[config.mk]
export PLATFORM = sky130hd
export DESIGN_NAME = spongent_stream_ctrl_flat
export DESIGN_NICKNAME = d
export VERILOG_FILES = /design/src/rtl/spongent_stream_ctrl_if.sv /design/src/rtl/spongent_stream_ctrl.sv /design/src/flat_wrapper.sv
export SDC_FILE = /design/constraint.sdc
export NUM_CORES = 1
export LEC_CHECK = 0
export ABC_AREA = 1
export BUFFER_PORTS_ARGS = -buffer_cell sky130_fd_sc_hd__buf_2
export CAP_MARGIN = 5
export CORE_ASPECT_RATIO = 1.25
export CORE_MARGIN = 10
export CORE_UTILIZATION = 49
export CTS_CLUSTER_SIZE = 20
export DETAILED_ROUTE_END_ITERATION = 8
export PLACE_DENSITY_LB_ADDON = 0.3
export SETUP_SLACK_MARGIN = 0.4
export SLEW_MARGIN = 0
export SYNTH_ARGS = -nofsm -noshare
export SYNTH_HDL_FRONTEND = slang
export SYNTH_SLANG_ARGS = --single-unit
[constraint.sdc]
create_clock -name clk -period 1.3 [get_ports clk]
set_input_delay 0.195 -clock clk [delete_from_list [all_inputs] [get_ports clk]]
set_output_delay 0.195 -clock clk [all_outputs]
set_load 0.005 [all_outputs]
[src/rtl/spongent_stream_ctrl_if.sv]
// Handshake bundle between the stream controller, its message/digest streams
// and the SPONGENT core. master = controller side, slave = surrounding logic.
interface spongent_stream_ctrl_if #(
  parameter int RATE = 8
);
  logic            msg_valid;
  logic            msg_ready;
  logic [RATE-1:0] msg_data;
  logic            msg_last;
  logic            dig_valid;
  logic            dig_ready;
  logic [RATE-1:0] dig_data;
  logic            dig_last;
  logic            busy;
  logic            core_reset;
  logic            core_start_continue;
  logic            core_msg_data_available;
  logic [RATE-1:0] core_data_in;
  logic            core_busy;
  logic [RATE-1:0] core_data_out;

  modport master (
    input  msg_valid, msg_data, msg_last, dig_ready, core_busy, core_data_out,
    output msg_ready, dig_valid, dig_data, dig_last, busy,
           core_reset, core_start_continue, core_msg_data_available, core_data_in
  );

  modport slave (
    output msg_valid, msg_data, msg_last, dig_ready, core_busy, core_data_out,
    input  msg_ready, dig_valid, dig_data, dig_last, busy,
           core_reset, core_start_continue, core_msg_data_available, core_data_in
  );
endinterface

[src/rtl/spongent_stream_ctrl.sv]
// Drives the SPONGENT core through absorb, padding and squeeze invocations,
// taking message blocks from one stream and emitting digest beats on another.
module spongent_stream_ctrl #(
  parameter int RATE        = 8,
  parameter int DIGEST_BITS = 128
) (
  input  logic                   clk,
  input  logic                   reset,
  spongent_stream_ctrl_if.master bus
);
  localparam int N = DIGEST_BITS / RATE;
  localparam int CNT_W = (N > 1) ? $clog2(N) : 1;
  localparam logic [CNT_W-1:0] CNT_LAST = CNT_W'(N - 1);
  localparam logic [RATE-1:0] PAD_BLK = {1'b1, {(RATE-1){1'b0}}};

  typedef enum logic [3:0] {
    S_IDLE, S_LOAD, S_ABS_GO, S_ABS_WAIT, S_PAD_GO, S_PAD_WAIT,
    S_OUT, S_SQ_GO, S_SQ_WAIT
  } state_t;

  state_t            state_q, state_d;
  logic [RATE-1:0]   blk_q, blk_d;
  logic [RATE-1:0]   dig_q, dig_d;
  logic              last_q, last_d;
  logic              in_msg_q, in_msg_d;
  logic              first_q, first_d;
  logic [CNT_W-1:0]  cnt_q, cnt_d;
  logic              core_done;

  // The core may raise busy one cycle late, so the first wait cycle never completes.
  assign core_done = !first_q && !bus.core_busy;

  always_ff @(posedge clk) begin
    if (reset) begin
      state_q  <= S_IDLE;
      blk_q    <= '0;
      dig_q    <= '0;
      last_q   <= 1'b0;
      in_msg_q <= 1'b0;
      first_q  <= 1'b0;
      cnt_q    <= '0;
    end else begin
      state_q  <= state_d;
      blk_q    <= blk_d;
      dig_q    <= dig_d;
      last_q   <= last_d;
      in_msg_q <= in_msg_d;
      first_q  <= first_d;
      cnt_q    <= cnt_d;
    end
  end

  always_comb begin
    state_d  = state_q;
    blk_d    = blk_q;
    dig_d    = dig_q;
    last_d   = last_q;
    in_msg_d = in_msg_q;
    first_d  = 1'b0;
    cnt_d    = cnt_q;
    case (state_q)
      S_IDLE: state_d = S_LOAD;
      S_LOAD: begin
        if (bus.msg_valid) begin
          blk_d    = bus.msg_data;
          last_d   = bus.msg_last;
          in_msg_d = 1'b1;
          state_d  = S_ABS_GO;
        end
      end
      S_ABS_GO: begin
        first_d = 1'b1;
        state_d = S_ABS_WAIT;
      end
      S_ABS_WAIT: begin
        if (core_done) state_d = last_q ? S_PAD_GO : S_LOAD;
      end
      S_PAD_GO: begin
        first_d = 1'b1;
        state_d = S_PAD_WAIT;
      end
      S_PAD_WAIT: begin
        if (core_done) begin
          dig_d   = bus.core_data_out;
          cnt_d   = '0;
          state_d = S_OUT;
        end
      end
      S_OUT: begin
        if (bus.dig_ready) begin
          if (cnt_q == CNT_LAST) begin
            in_msg_d = 1'b0;
            state_d  = S_IDLE;
          end else begin
            cnt_d   = cnt_q + 1'b1;
            state_d = S_SQ_GO;
          end
        end
      end
      S_SQ_GO: begin
        first_d = 1'b1;
        state_d = S_SQ_WAIT;
      end
      S_SQ_WAIT: begin
        if (core_done) begin
          dig_d   = bus.core_data_out;
          state_d = S_OUT;
        end
      end
      default: state_d = S_IDLE;
    endcase
  end

  assign bus.msg_ready               = (state_q == S_LOAD);
  assign bus.dig_valid               = (state_q == S_OUT);
  assign bus.dig_last                = (state_q == S_OUT) && (cnt_q == CNT_LAST);
  assign bus.dig_data                = dig_q;
  assign bus.busy                    = in_msg_q || !(state_q inside {S_IDLE, S_LOAD});
  assign bus.core_reset              = (state_q == S_IDLE);
  assign bus.core_start_continue     = state_q inside {S_ABS_GO, S_PAD_GO, S_SQ_GO};
  assign bus.core_msg_data_available = state_q inside {S_ABS_GO, S_PAD_GO};
  assign bus.core_data_in            = (state_q == S_ABS_GO) ? blk_q :
                                       (state_q == S_PAD_GO) ? PAD_BLK : '0;
endmodule

[src/flat_wrapper.sv]
// flat-port wrapper written by rule: the top's interface ports become plain ports
module spongent_stream_ctrl_flat 
#(
  parameter int RATE        = 8,
  parameter int DIGEST_BITS = 128
)
  (clk, reset, bus_msg_valid, bus_msg_data, bus_msg_last, bus_dig_ready, bus_core_busy, bus_core_data_out, bus_msg_ready, bus_dig_valid, bus_dig_data, bus_dig_last, bus_busy, bus_core_reset, bus_core_start_continue, bus_core_msg_data_available, bus_core_data_in);
  spongent_stream_ctrl_if #(.RATE(RATE)) bus_i ();
  input  logic clk;
  input  logic reset;
  input wire logic [$bits(bus_i.msg_valid)-1:0] bus_msg_valid;
  input wire logic [$bits(bus_i.msg_data)-1:0] bus_msg_data;
  input wire logic [$bits(bus_i.msg_last)-1:0] bus_msg_last;
  input wire logic [$bits(bus_i.dig_ready)-1:0] bus_dig_ready;
  input wire logic [$bits(bus_i.core_busy)-1:0] bus_core_busy;
  input wire logic [$bits(bus_i.core_data_out)-1:0] bus_core_data_out;
  output wire logic [$bits(bus_i.msg_ready)-1:0] bus_msg_ready;
  output wire logic [$bits(bus_i.dig_valid)-1:0] bus_dig_valid;
  output wire logic [$bits(bus_i.dig_data)-1:0] bus_dig_data;
  output wire logic [$bits(bus_i.dig_last)-1:0] bus_dig_last;
  output wire logic [$bits(bus_i.busy)-1:0] bus_busy;
  output wire logic [$bits(bus_i.core_reset)-1:0] bus_core_reset;
  output wire logic [$bits(bus_i.core_start_continue)-1:0] bus_core_start_continue;
  output wire logic [$bits(bus_i.core_msg_data_available)-1:0] bus_core_msg_data_available;
  output wire logic [$bits(bus_i.core_data_in)-1:0] bus_core_data_in;
  assign bus_i.msg_valid = bus_msg_valid;
  assign bus_i.msg_data = bus_msg_data;
  assign bus_i.msg_last = bus_msg_last;
  assign bus_i.dig_ready = bus_dig_ready;
  assign bus_i.core_busy = bus_core_busy;
  assign bus_i.core_data_out = bus_core_data_out;
  assign bus_msg_ready = bus_i.msg_ready;
  assign bus_dig_valid = bus_i.dig_valid;
  assign bus_dig_data = bus_i.dig_data;
  assign bus_dig_last = bus_i.dig_last;
  assign bus_busy = bus_i.busy;
  assign bus_core_reset = bus_i.core_reset;
  assign bus_core_start_continue = bus_i.core_start_continue;
  assign bus_core_msg_data_available = bus_i.core_msg_data_available;
  assign bus_core_data_in = bus_i.core_data_in;
  spongent_stream_ctrl #(.RATE(RATE), .DIGEST_BITS(DIGEST_BITS)) u_core (.clk(clk), .reset(reset), .bus(bus_i));
endmodule
# ---- After elaboration in Yosys (flattened, before gate mapping)
# Cells that the tools add are included.
dict set report classes {
  add_sub_neg 1
  eq_ne 16
  mux 18
  n_reduce_logical 19
}
# op n
set ops {}
lappend ops {{$pmux W4 S8} 1}
lappend ops {{$mux W4} 7}
lappend ops {{$eq A4 B3 Y1 const B} 4}
lappend ops {{$mux W8} 2}
lappend ops {{$reduce_and A4 Y1} 3}
lappend ops {{$eq A4 B2 Y1 const B} 2}
lappend ops {{$eq A4 B4 Y1 const B} 2}
lappend ops {{$ne A2 B1 Y1 const B} 4}
lappend ops {{$pmux W4 S2} 1}
lappend ops {{$reduce_bool A2 Y1} 4}
lappend ops {{$mux W3} 2}
lappend ops {{$ne A2 B2 Y1 const B} 3}
lappend ops {{$add A4 B1 Y4 const B} 1}
lappend ops {{$eq A4 B1 Y1 const B} 1}
lappend ops {{$logic_not A4 Y1} 1}
lappend ops {{$mux W1} 4}
lappend ops {{$reduce_and A2 Y1} 2}
lappend ops {{$logic_not A1 Y1} 3}
lappend ops {{$reduce_bool A3 Y1} 1}
lappend ops {{$reduce_or A3 Y1} 1}
lappend ops {{$logic_and A1 B1 Y1} 2}
lappend ops {{$pmux W1 S2} 1}
lappend ops {{$reduce_or A2 Y1} 1}
lappend ops {{$logic_or A1 B1 Y1} 1}
dict set report totals {
  ff_bits 27
  in_bits 22
  out_inout_bits 23
  elab_cells 61
}

# ---- Depth between registers and ports, before layout
# Gate-level depths: netlist (run 1).
dict set report logic_depth {
  word_depth 4
  depth_mapped 10
  mapped_depth_nobuf 9
}

# ---- Worst setup path before layout (run 1)
# OpenSTA, ideal clock, no wires.
dict set report synth_timing {
  path_kind {register to register}
  start {register u_core.state_q[0]}
  end {register u_core.first_q}
  setup_ns 0.110
  arrival_ns 1.081
  t_required_ns 1.190
  slack_ns 0.110
  stages_incl_launch_ff 9
  path_buffers 0
  period_less_slack_ns 1.190
  cell_sequence {dfxtp_1 -> inv_2 -> nand2_2 -> nor2_2 -> inv_4 -> nand2_2 -> or2_1 -> nand2_1 -> inv_1}
}
dict set report synth_via {
  elab_chain_len 3
  word_cells_on_any_way 5
  classes_between {eq/ne (3); mux (1); reduce/logical (1)}
}
# element line
set synth_lines {}
lappend synth_lines {{start, declared} spongent_stream_ctrl.sv:21} ;# state_t state_q, state_d;
lappend synth_lines {{start signal, assigned} spongent_stream_ctrl.sv:43} ;# state_q <= state_d;
lappend synth_lines {{$eq A4 B3 Y1 / $eq A4 B2 Y1 (equally long branches)} spongent_stream_ctrl.sv:61} ;# case (state_q)
lappend synth_lines {{$reduce_or A3 Y1 (no source line) (*)} -}
lappend synth_lines {{$mux W1 (*)} spongent_stream_ctrl.sv:61}
lappend synth_lines {{end signal, assigned} spongent_stream_ctrl.sv:48} ;# first_q <= first_d;
lappend synth_lines {{end, declared} spongent_stream_ctrl.sv:26} ;# logic first_q, first_d;
# Every way passes the cells marked *; elsewhere a longest branch is shown, timed or not.
# A chain may end at the register's enable or synchronous reset.

# ---- Final worst setup path (run 1)
dict set report layout_timing {
  start {register u_core.state_q[2]}
  end {output port bus_core_data_in[4]}
}
dict set report layout_via {
  elab_chain_len 2
}
# element line
set layout_lines {}
lappend layout_lines {{$eq A4 B2 Y1} spongent_stream_ctrl.sv:122} ;# assign bus.core_data_in = (state_q == S_ABS_GO) ? blk_q :
lappend layout_lines {{$mux W8} spongent_stream_ctrl.sv:122}
lappend layout_lines {{end, declared} flat_wrapper.sv:25} ;# output wire logic [$bits(bus_i.core_data_in)-1:0] bus_core_data_in;
# Every way passes these cells.

==> results of run 1 <==
[flip-flops by register name (all words and copies together) (netlist names)]
| signal | flops |
|---|---|
| u_core.bus.dig_data | 8 |
| u_core.blk_q | 8 |
| u_core.state_q | 4 |
| u_core.cnt_q | 4 |
| u_core.last_q | 1 |
| u_core.first_q | 1 |
| u_core.in_msg_q | 1 |
[timing repair]
action | in CTS | in global routing
pin swaps | 7 | 28
gates cloned | 1 | 2
buffers inserted | 10 | 14
resized for setup | 46 | 56
endpoints found under the setup margin | 50 | 50
[metal layers]
| layer | GRT usage, % | wire length [um] |
|---|---|---|
| met1 | 15.9 | 2060 |
| met2 | 27.0 | 2990 |
| met3 | 4.35 | 339 |
| met4 | 5.14 | 223 |
| met5 | 0 | 0 |
[layout by cell type (no fill, tap or decap), types with 6 or more instances in the layout]
cell	instances
buf_2	37
nor2_1	23
nand2_1	23
inv_1	18
buf_4	17
buf_6	15
nand2_2	14
dfxtp_1	13
a21oi_1	12
a21oi_2	11
nand2_4	10
nor2_4	8
o21ai_2	8
dfxtp_2	8
inv_2	7
nand3_2	7
nand3_1	6
dfxtp_4	6
[where the power goes]
group / switching, uW / internal (uW)
clock network: 278 / 120
registers: 146 / 1020
logic: 1320 / 996
[path summary, 6_finish.rpt]
| path | to | cells past startpoint |
|---|---|---|
| worst max-delay path | bus_core_data_in[4] | 7 |
| worst min-delay path | u_core.bus.dig_data[2]$_SDFFE_PP0P_ | 3 |
| worst max register to register | u_core.cnt_q[3]$_SDFFE_PP0P_ | 12 |
| worst min register to register | u_core.blk_q[3]$_SDFFE_PP0P_ | 2 |
[logic make-up after synthesis]
logic type / after synthesis / share of synthesized area [%]
simple gates: 101 / 33.8
compound gates: 36 / 13.4
buf+inv: 34 / 11.2
flops: 27 / 39.4
xor+xnor: 2 / 1.28
fa+ha+maj: 1 / 0.912
[worst max-delay path, cell delays in order, from the launching register on]
cell     delay (ns)
dfxtp_4        0.40
nor2_4         0.13
inv_2          0.07
nor2_4         0.13
inv_4          0.07
buf_4          0.15
nor2_1         0.07
buf_2          0.11
[area by class of cell]
type                            instances  area [um^2]  share of cell area, %
Multi-Input combinational cell        143         1060                   45.4
Sequential cell                        27          573                   24.5
Timing Repair Buffer                   71          522                   22.3
Inverter                               28          113                   4.81
Tap cell                               34         42.5                   1.82
Clock buffer                            3         22.5                  0.962
Clock inverter                          1         6.26                  0.267
[stage by stage]
| stage | instances | cell area [um^2] | total power (uW) |
|---|---|---|---|
| after global placement | 276 | 1700 | 2460 |
| final | 307 | 2340 | 3870 |
| after CTS | 291 | 1970 | 3210 |
| after floorplan | 201 | 1450 | 2130 |
| after global routing | 307 | 2340 | 4090 |
| after detailed placement | 276 | 1700 | 2470 |
==> out/summary.txt, run 1 <==
Status: finished with violations
Violated checks: negative setup slack
TNS Setup: -8.66 ns
Longest Clk Path Bufs: 2
PD cells: 1650 mW/mm^2
EDFF count, synth: 0
DRT antenna net count: 0
Vias: 1,710
FF-to-FF setup slack: -0.26 ns
DP Wirelength: 2750 um
Syn_area_per_cell: 6.82 um^2
Setup crit start kind: flop
CTS Hold Bufs: 0
Filler cells: 133
1st-iter DRT viols: 131
Setup Viol. Count Final: 41
Final Max Slew Viols: 0
CTS buffer count: 3
Sequential cell area fraction in the yosys report: 39.4%
Clk sink count: 27
Top_reg_cell synth: dfxtp_1
Setup ws final: -0.372 ns
Vias in the first global route: 1,518
Remaining global-route overflow: 0
Mapped Area: 0.00137 mm^2
Synth Register Bits: 27
CP Max Fanout: 6
Rows: 21
First drt pass iteration count: 4
Worst Path Arrival: 1.48 ns
Initial antenna violation count: 0
Avg Vias per Cell: 5.57
Total core area: 0.00268 mm^2
Synth Instances: 201
P&R area growth vs syn: 70.8%
Tmin final: 1.67 ns
Die height: 79.1 um
Least-Margin Pin Slew: 0.734 ns
Place WS: -0.0118 ns
Syn. warnings: 0
Root buf cell: clkbuf_4
Worst setup EP type: output port
Distinct cells, synth: 24
Setup Skew: 0.00867 ns
Hold Crit Class: primary input to flop
Wirelength per Cell: 18.3 um
GRT Resource Usage Total: 15.0%
CTS tree: built
Die ar.: 0.00533 mm^2
GP Congestion: 0.827
# DRC: 0
F_max: 598 MHz
Pleak: 0.00103 uW
Synth top area cells: dfxtp_1, nand2_1, a21oi_1
Ports: 45
CP Launch Point: u_core.state_q[2]$_SDFFE_PP0P_
Count leader, synth: nand2_1
Routed WL: 5620 um
Cell taking the most area after synthesis: dfxtp_1
RSZ-0062 raised after global routing: true
Largest net degree at the start of global routing: 17
Setup CP Type: flop to output port
Fin Hold WS: 0.0871 ns
VDD IR max: 1.37 mV
Final net count: 297
Layout cells sized above 1: 63.0%
Starting density of the core: 51.2%
Antenna cell count: 0
Yosys top cell area share: 39.4%
Mapped Nets: 224
PortBufs: 44
H-tree Lvls: 1
Clk slew on worst S/H paths: 0.17 ns
FFs w/ async S/R, synth: 0%
Hold_sp: bus_core_data_out[2]
Post-layout util: 87.4%
Required time of the critical path: 1.11 ns
Reg2Reg Launch Point: u_core.state_q[0]$_SDFFE_PP0P_
Worst-Skew Late Latency: 0.34 ns
Hold Vio Cnt, Final: 0
Wire length of the first global-routing pass: 6530 um
MaxCap Viol Count: 0
Final worst-path cycle share: 129%
Die width: 67.3 um
Post-synth top cells: nand2_1, nor2_1, dfxtp_1
Headroom to the max-slew limit: 51.0%
Power figures use the tool's default switching activity.
==> run 2: changes to the inputs <==
Settings changed: CELL_PAD_IN_SITES_DETAIL_PLACEMENT set to 0, CELL_PAD_IN_SITES_GLOBAL_PLACEMENT set to 1, CORE_UTILIZATION 49 to 34.
==> run 2 against run 1 <==
  * The flow still finishes with violations (negative setup slack)
  * Wire length is 17% lower
  * Global-route usage decreased by 2.5 points
  * Critical endpoint is now bus_msg_ready
  * Register-to-register slack worse by 0.06 ns
  * Sequential power about the same
  * Critical path type unchanged
  * Sequential cell count is the same
==> out/summary.txt, run 2 (synthesized netlist as in run 1, its figures left out) <==
RSZ-0062 raised after global routing: true (unchanged)
Largest net degree at the start of global routing: 20 (was 17)
GP Congestion: 0.826 (was 0.827)
MaxCap Viol Count: 0 (unchanged)
Hold Vio Cnt, Final: 0 (unchanged)
Ports: 45 (unchanged)
PD cells: 1730 mW/mm^2 (was 1650 mW/mm^2)
CTS buffer count: 3 (unchanged)
Vias: 1,520 (was 1,710)
H-tree Lvls: 1 (unchanged)
Pleak: 0.00105 uW (was 0.00103 uW)
Longest Clk Path Bufs: 2 (unchanged)
Worst setup EP type: output port (unchanged)
Final worst-path cycle share: 126% (was 129%)
P_sw: 1630 uW (was 1740 uW)
Tmin final: 1.63 ns (was 1.67 ns)
Die height: 91.0 um (was 79.1 um)
Routed WL: 4660 um (was 5620 um)
Die width: 76.8 um (was 67.3 um)
Violated checks: negative setup slack (unchanged)
Final net count: 299 (was 297)
GRT Resource Usage Total: 12.5% (was 15.0%)
Clk sink count: 27 (unchanged)
# DRC: 0 (unchanged)
Worst-Skew Late Latency: 0.29 ns (was 0.34 ns)
PortBufs: 44 (unchanged)
Starting density of the core: 35.6% (was 51.2%)
Layout cells sized above 1: 57.8% (was 63.0%)
Setup Skew: 0.00310 ns (was 0.00867 ns)
Total core area: 0.00385 mm^2 (was 0.00268 mm^2)
Setup CP Type: flop to output port (unchanged)
Sequential Power Share: 29.3% (was 30.0%)
VDD IR max: 1.00 mV (was 1.37 mV)
Setup Viol. Count Final: 40 (was 41)
Antenna cell count: 0 (unchanged)
Wirelength per Cell: 14.2 um (was 18.3 um)
Internal: 2320 uW (was 2130 uW)
1st-iter DRT viols: 61 (was 131)
Most frequent cells in the layout: buf_2, nand2_1, nor2_1 (was buf_2, nor2_1, nand2_1)
Root buf cell: clkbuf_8 (was clkbuf_4)
Hold Crit Class: primary input to flop (unchanged)
Dpl cells: 299 (was 276)
CTS tree: built (unchanged)
Avg Vias per Cell: 4.62 (was 5.57)
Setup crit start kind: flop (unchanged)
Die ar.: 0.00699 mm^2 (was 0.00533 mm^2)
Commonest non-fill, non-tap cell in the layout: buf_2 (unchanged)
Least-Margin Pin Slew: 0.589 ns (was 0.734 ns)
Setup ws final: -0.332 ns (was -0.372 ns)
Status: finished with violations (unchanged)
CP Max Fanout: 4 (was 6)
Remaining global-route overflow: 0 (unchanged)
F_max: 613 MHz (was 598 MHz)
Initial antenna violation count: 0 (unchanged)
Post-layout util: 59.3% (was 87.4%)
Sw Ratio: 41.3% (was 44.9%)
First drt pass iteration count: 5 (was 4)
Place WS: 0.00554 ns (was -0.0118 ns)
Rows: 25 (was 21)
Final Max Slew Viols: 0 (unchanged)
Layout Cells excl Fill: 329 (was 307)
Required time of the critical path: 1.11 ns (about the same)
Worst Path Arrival: 1.44 ns (was 1.48 ns)
Logic pwr share: 57.5% (was 59.7%)
DRT antenna net count: 0 (unchanged)
Filler cells: 374 (was 133)
DP Wirelength: 3000 um (was 2750 um)
P&R area growth vs syn: 66.3% (was 70.8%)
Clk slew on worst S/H paths: 0.10 ns (was 0.17 ns)
Vias in the first global route: 1,591 (was 1,518)
Clock Power Share: 13.3% (was 10.3%)
Wire length of the first global-routing pass: 7250 um (was 6530 um)
Headroom to the max-slew limit: 60.7% (was 51.0%)
## run 2: changes by cell type in the layout (fill, tap and decap cells not counted), moves of 3 or more
cell	delta
nand3_1	+5
clkbuf_4	-3
nand3_4	-3
o21ai_1	+4
buf_6	+6
clkbuf_8	+3
o21ai_4	-3
## run 2: timing repair
action / CTS / global route
pin swaps: 22 / 15
setup endpoints to repair: 50 / 50
gates cloned: 0 / 1
gates resized for setup: 57 / 24
hold buffers: 0 / 0
setup buffers: 21 / 4
## run 2: metal layers
metal / global-route usage (%) / routed length [um] / part of all wire, %
met1: 13.1 / 1890 / 40
met2: 23.3 / 2500 / 54
met3: 3.06 / 201 / 4.3
met4: 4.50 / 74 / 1.6
met5: 0 / 0 / 0
## run 2: power groups by stage
stage | sequential, uW | combinational (uW) | clock (uW)
finish | 1160 | 2270 | 525
global route | 1170 | 2470 | 565
CTS | 1150 | 1970 | 535
detailed placement | 1180 | 1340 | 0
global placement | 1180 | 1360 | 0
floorplan | 1120 | 1000 | 0
## run 2: cell type report
| class | count | area, um^2 | area share, % |
|---|---|---|---|
| well taps | 54 | 67.6 | 2.96 |
| repair buffers | 75 | 562 | 24.6 |
| inverters | 28 | 118 | 5.16 |
| clock buffers | 3 | 41.3 | 1.81 |
| clock inverters | 1 | 6.26 | 0.274 |
| flip-flops and latches | 27 | 568 | 24.9 |
| multi-input cells | 141 | 918 | 40.3 |
## run 2: final timing paths
| check | cells past startpoint | slack (ns) | endpoint | start |
|---|---|---|---|---|
| hold reg to reg | 2 | 0.46 | u_core.blk_q[3]$_SDFFE_PP0P_ | u_core.blk_q[3]$_SDFFE_PP0P_ |
| setup / recovery | 7 | -0.33 | bus_msg_ready | u_core.state_q[0]$_SDFFE_PP0P_ |
| setup reg to reg | 13 | -0.32 | u_core.state_q[3]$_SDFFE_PP0P_ | u_core.state_q[0]$_SDFFE_PP0P_ |
| hold / removal | 3 | 0.14 | u_core.bus.dig_data[1]$_SDFFE_PP0P_ | bus_core_data_out[1] |
## run 2: through the flow
stage / cell area [um^2] / setup TNS, ns / hold WS, ns / total power (uW)
after floorplan: 1450 / 0 / 0.264 / 2130
after global placement: 1750 / -0.0354 / 0.445 / 2540
after detailed placement: 1750 / 0 / 0.449 / 2520
after CTS: 2150 / -6.83 / 0.155 / 3650
after global routing: 2280 / -10.97 / 0.145 / 4210
final: 2280 / -8.11 / 0.141 / 3960
## run 2: critical path: stages, from the launching register on
cell and delay [ns]:
dfxtp_4 0.41, inv_4 0.05, buf_6 0.11, buf_6 0.10, nor2_4 0.15, nand2_2 0.12
clkinv_4 0.10, buf_6 0.10
==> run 3: changes to the inputs <==
Settings changed: BUFFER_PORTS_ARGS -buffer_cell sky130_fd_sc_hd__buf_2 to unset, CORE_UTILIZATION 34 to 42, DONT_BUFFER_PORTS set to 1.
==> run 3 against run 2 <==
  * The flow still finishes with violations (negative setup slack)
  * Setup slack gained 0.12 ns
  * Global-route usage is 1.8 points higher
  * Worst hold slack got worse by 0.094 ns
  * Clock power is 6.1% lower
  * Core utilization up 11 points
  * Via count is 4.2% lower
  * Wire length is 2.1% lower
  * Critical path depth fell by 1
  * Clock-buffer cell count unchanged
  * Largest power group unchanged
  * Highest routed layer unchanged
==> out/summary.txt, run 3 (synthesized netlist as in run 1, its figures left out) <==
Tmin final: 1.51 ns (was 1.63 ns)
Ports: 45 (unchanged)
Antenna cell count: 0 (unchanged)
Worst-Skew Late Latency: 0.27 ns (was 0.29 ns)
Reg2Reg Launch Point: u_core.state_q[0]$_SDFFE_PP0P_ (unchanged)
Total core area: 0.00317 mm^2 (was 0.00385 mm^2)
Finished Cell Area: 0.00221 mm^2 (was 0.00228 mm^2)
Setup crit start kind: flop (unchanged)
Commonest non-fill, non-tap cell in the layout: nand2_1 (was buf_2)
F_max: 661 MHz (was 613 MHz)
Wirelength per Cell: 16.8 um (was 14.2 um)
MaxCap Viol Count: 0 (unchanged)
1st-iter DRT viols: 42 (was 61)
P&R area growth vs syn: 61.2% (was 66.3%)
Post-layout util: 69.8% (was 59.3%)
GP Congestion: 0.860 (was 0.826)
Setup CP Type: flop to output port (unchanged)
H-tree Lvls: 1 (unchanged)
TNS Setup: -3.64 ns (was -8.11 ns)
# DRC: 0 (unchanged)
Vias in the first global route: 1,470 (was 1,591)
Final net count: 259 (was 299)
Least-Margin Pin Slew: 0.669 ns (was 0.589 ns)
Largest net degree at the start of global routing: 17 (was 20)
Headroom to the max-slew limit: 55.4% (was 60.7%)
Setup Viol. Count Final: 38 (was 40)
CTS tree: built (unchanged)
Vias: 1,456 (was 1,520)
Die width: 71.1 um (was 76.8 um)
Initial antenna violation count: 0 (unchanged)
Layout cells sized above 1: 58.7% (was 57.8%)
CTS buffer count: 3 (unchanged)
Wire length of the first global-routing pass: 7160 um (was 7250 um)
Root buf cell: clkbuf_8 (unchanged)
Most frequent cells in the layout: nand2_1, dfxtp_1, nor2_1 (was buf_2, nand2_1, nor2_1)
Clk slew on worst S/H paths: 0.10 ns (about the same)
Status: finished with violations (unchanged)
Hold Crit Class: primary input to flop (unchanged)
CP Max Fanout: 4 (unchanged)
PD cells: 1820 mW/mm^2 (was 1730 mW/mm^2)
PortBufs: 0 (was 44)
Avg Vias per Cell: 5.35 (was 4.62)
Fin Hold WS: 0.0478 ns (was 0.141 ns)
GRT Resource Usage Total: 14.3% (was 12.5%)
Setup Skew: 0.00476 ns (was 0.00310 ns)
Pleak: 0.000860 uW (was 0.00105 uW)
Rows: 23 (was 25)
Longest Clk Path Bufs: 2 (unchanged)
Worst setup EP type: output port (unchanged)
Hold Vio Cnt, Final: 0 (unchanged)
Violated checks: negative setup slack (unchanged)
VDD IR max: 1.33 mV (was 1.00 mV)
Die height: 83.9 um (was 91.0 um)
Hold depth: 2 (was 3)
Hold_sp: bus_core_data_out[7] (was bus_core_data_out[1])
Routed WL: 4560 um (was 4660 um)
Final Max Slew Viols: 0 (unchanged)
Final worst-path cycle share: 116% (was 126%)
Setup ws final: -0.212 ns (was -0.332 ns)
Placed Area: 0.00148 mm^2 (was 0.00175 mm^2)
RSZ-0062 raised after global routing: true (unchanged)
First drt pass iteration count: 4 (was 5)
Clk sink count: 27 (unchanged)
Required time of the critical path: 1.11 ns (about the same)
Die ar.: 0.00597 mm^2 (was 0.00699 mm^2)
Remaining global-route overflow: 0 (unchanged)
DP Wirelength: 2790 um (was 3000 um)
Reg2Reg Depth: 9 (was 13)
Starting density of the core: 43.3% (was 35.6%)
Worst Path Arrival: 1.32 ns (was 1.44 ns)
CP Launch Point: u_core.state_q[0]$_SDFFE_PP0P_ (unchanged)
DRT antenna net count: 0 (unchanged)
==> run 3: layout make-up <==
type | count | area (um^2)
tap | 37 | 46.3
clock buffer | 3 | 41.3
timing repair buffer | 34 | 325
clock inverter | 1 | 7.51
inverter | 28 | 120
multi-input combinational | 142 | 1110
sequential | 27 | 562
fill | 250 | 955
==> run 3: what timing repair did <==
item,in CTS,in global routing
endpoints found under the hold margin,11,0
pin swaps,27,12
buffers inserted,27,2
hold buffers,1,0
gates cloned,2,0
gates resized for setup,77,37
setup endpoints to repair,42,42
==> run 3: worst paths after layout <==
kind	to	slack (ns)
worst max-delay path	bus_msg_ready	-0.21
worst min-delay path	u_core.bus.dig_data[7]$_SDFFE_PP0P_	0.05
worst max register to register	u_core.blk_q[2]$_SDFFE_PP0P_	-0.13
worst min register to register	u_core.blk_q[1]$_SDFFE_PP0P_	0.46
==> run 3: metrics by stage <==
stage               total power [uW]  cells  setup WS (ns)
global route                    4260    272         -0.268
floorplan                       2130    201          0.185
finish                          4020    272         -0.212
CTS                             3690    270         -0.150
global placement                2310    236        0.00225
detailed placement              2330    236        -0.0319
==> run 3: where the power goes <==
group          internal (uW)  total [uW]  switching (uW)
logic                   1050        2380            1330
clock network            218         493             275
registers               1010        1160             145
==> run 3: layer usage <==
metal,wire [um],global-route usage [%],up-vias
met1,1560,14.1,687
met2,2500,27.0,49
met5,0,0,-
met3,326,3.69,17
li1,-,-,703
met4,178,5.82,0
==> run 3: critical path, stage by stage, from the launching register on <==
cell and delay, ns:
dfxtp_4 0.39, inv_4 0.05, buf_6 0.11, nor2_4 0.21, nand2_4 0.09, inv_4 0.09, buf_6 0.09
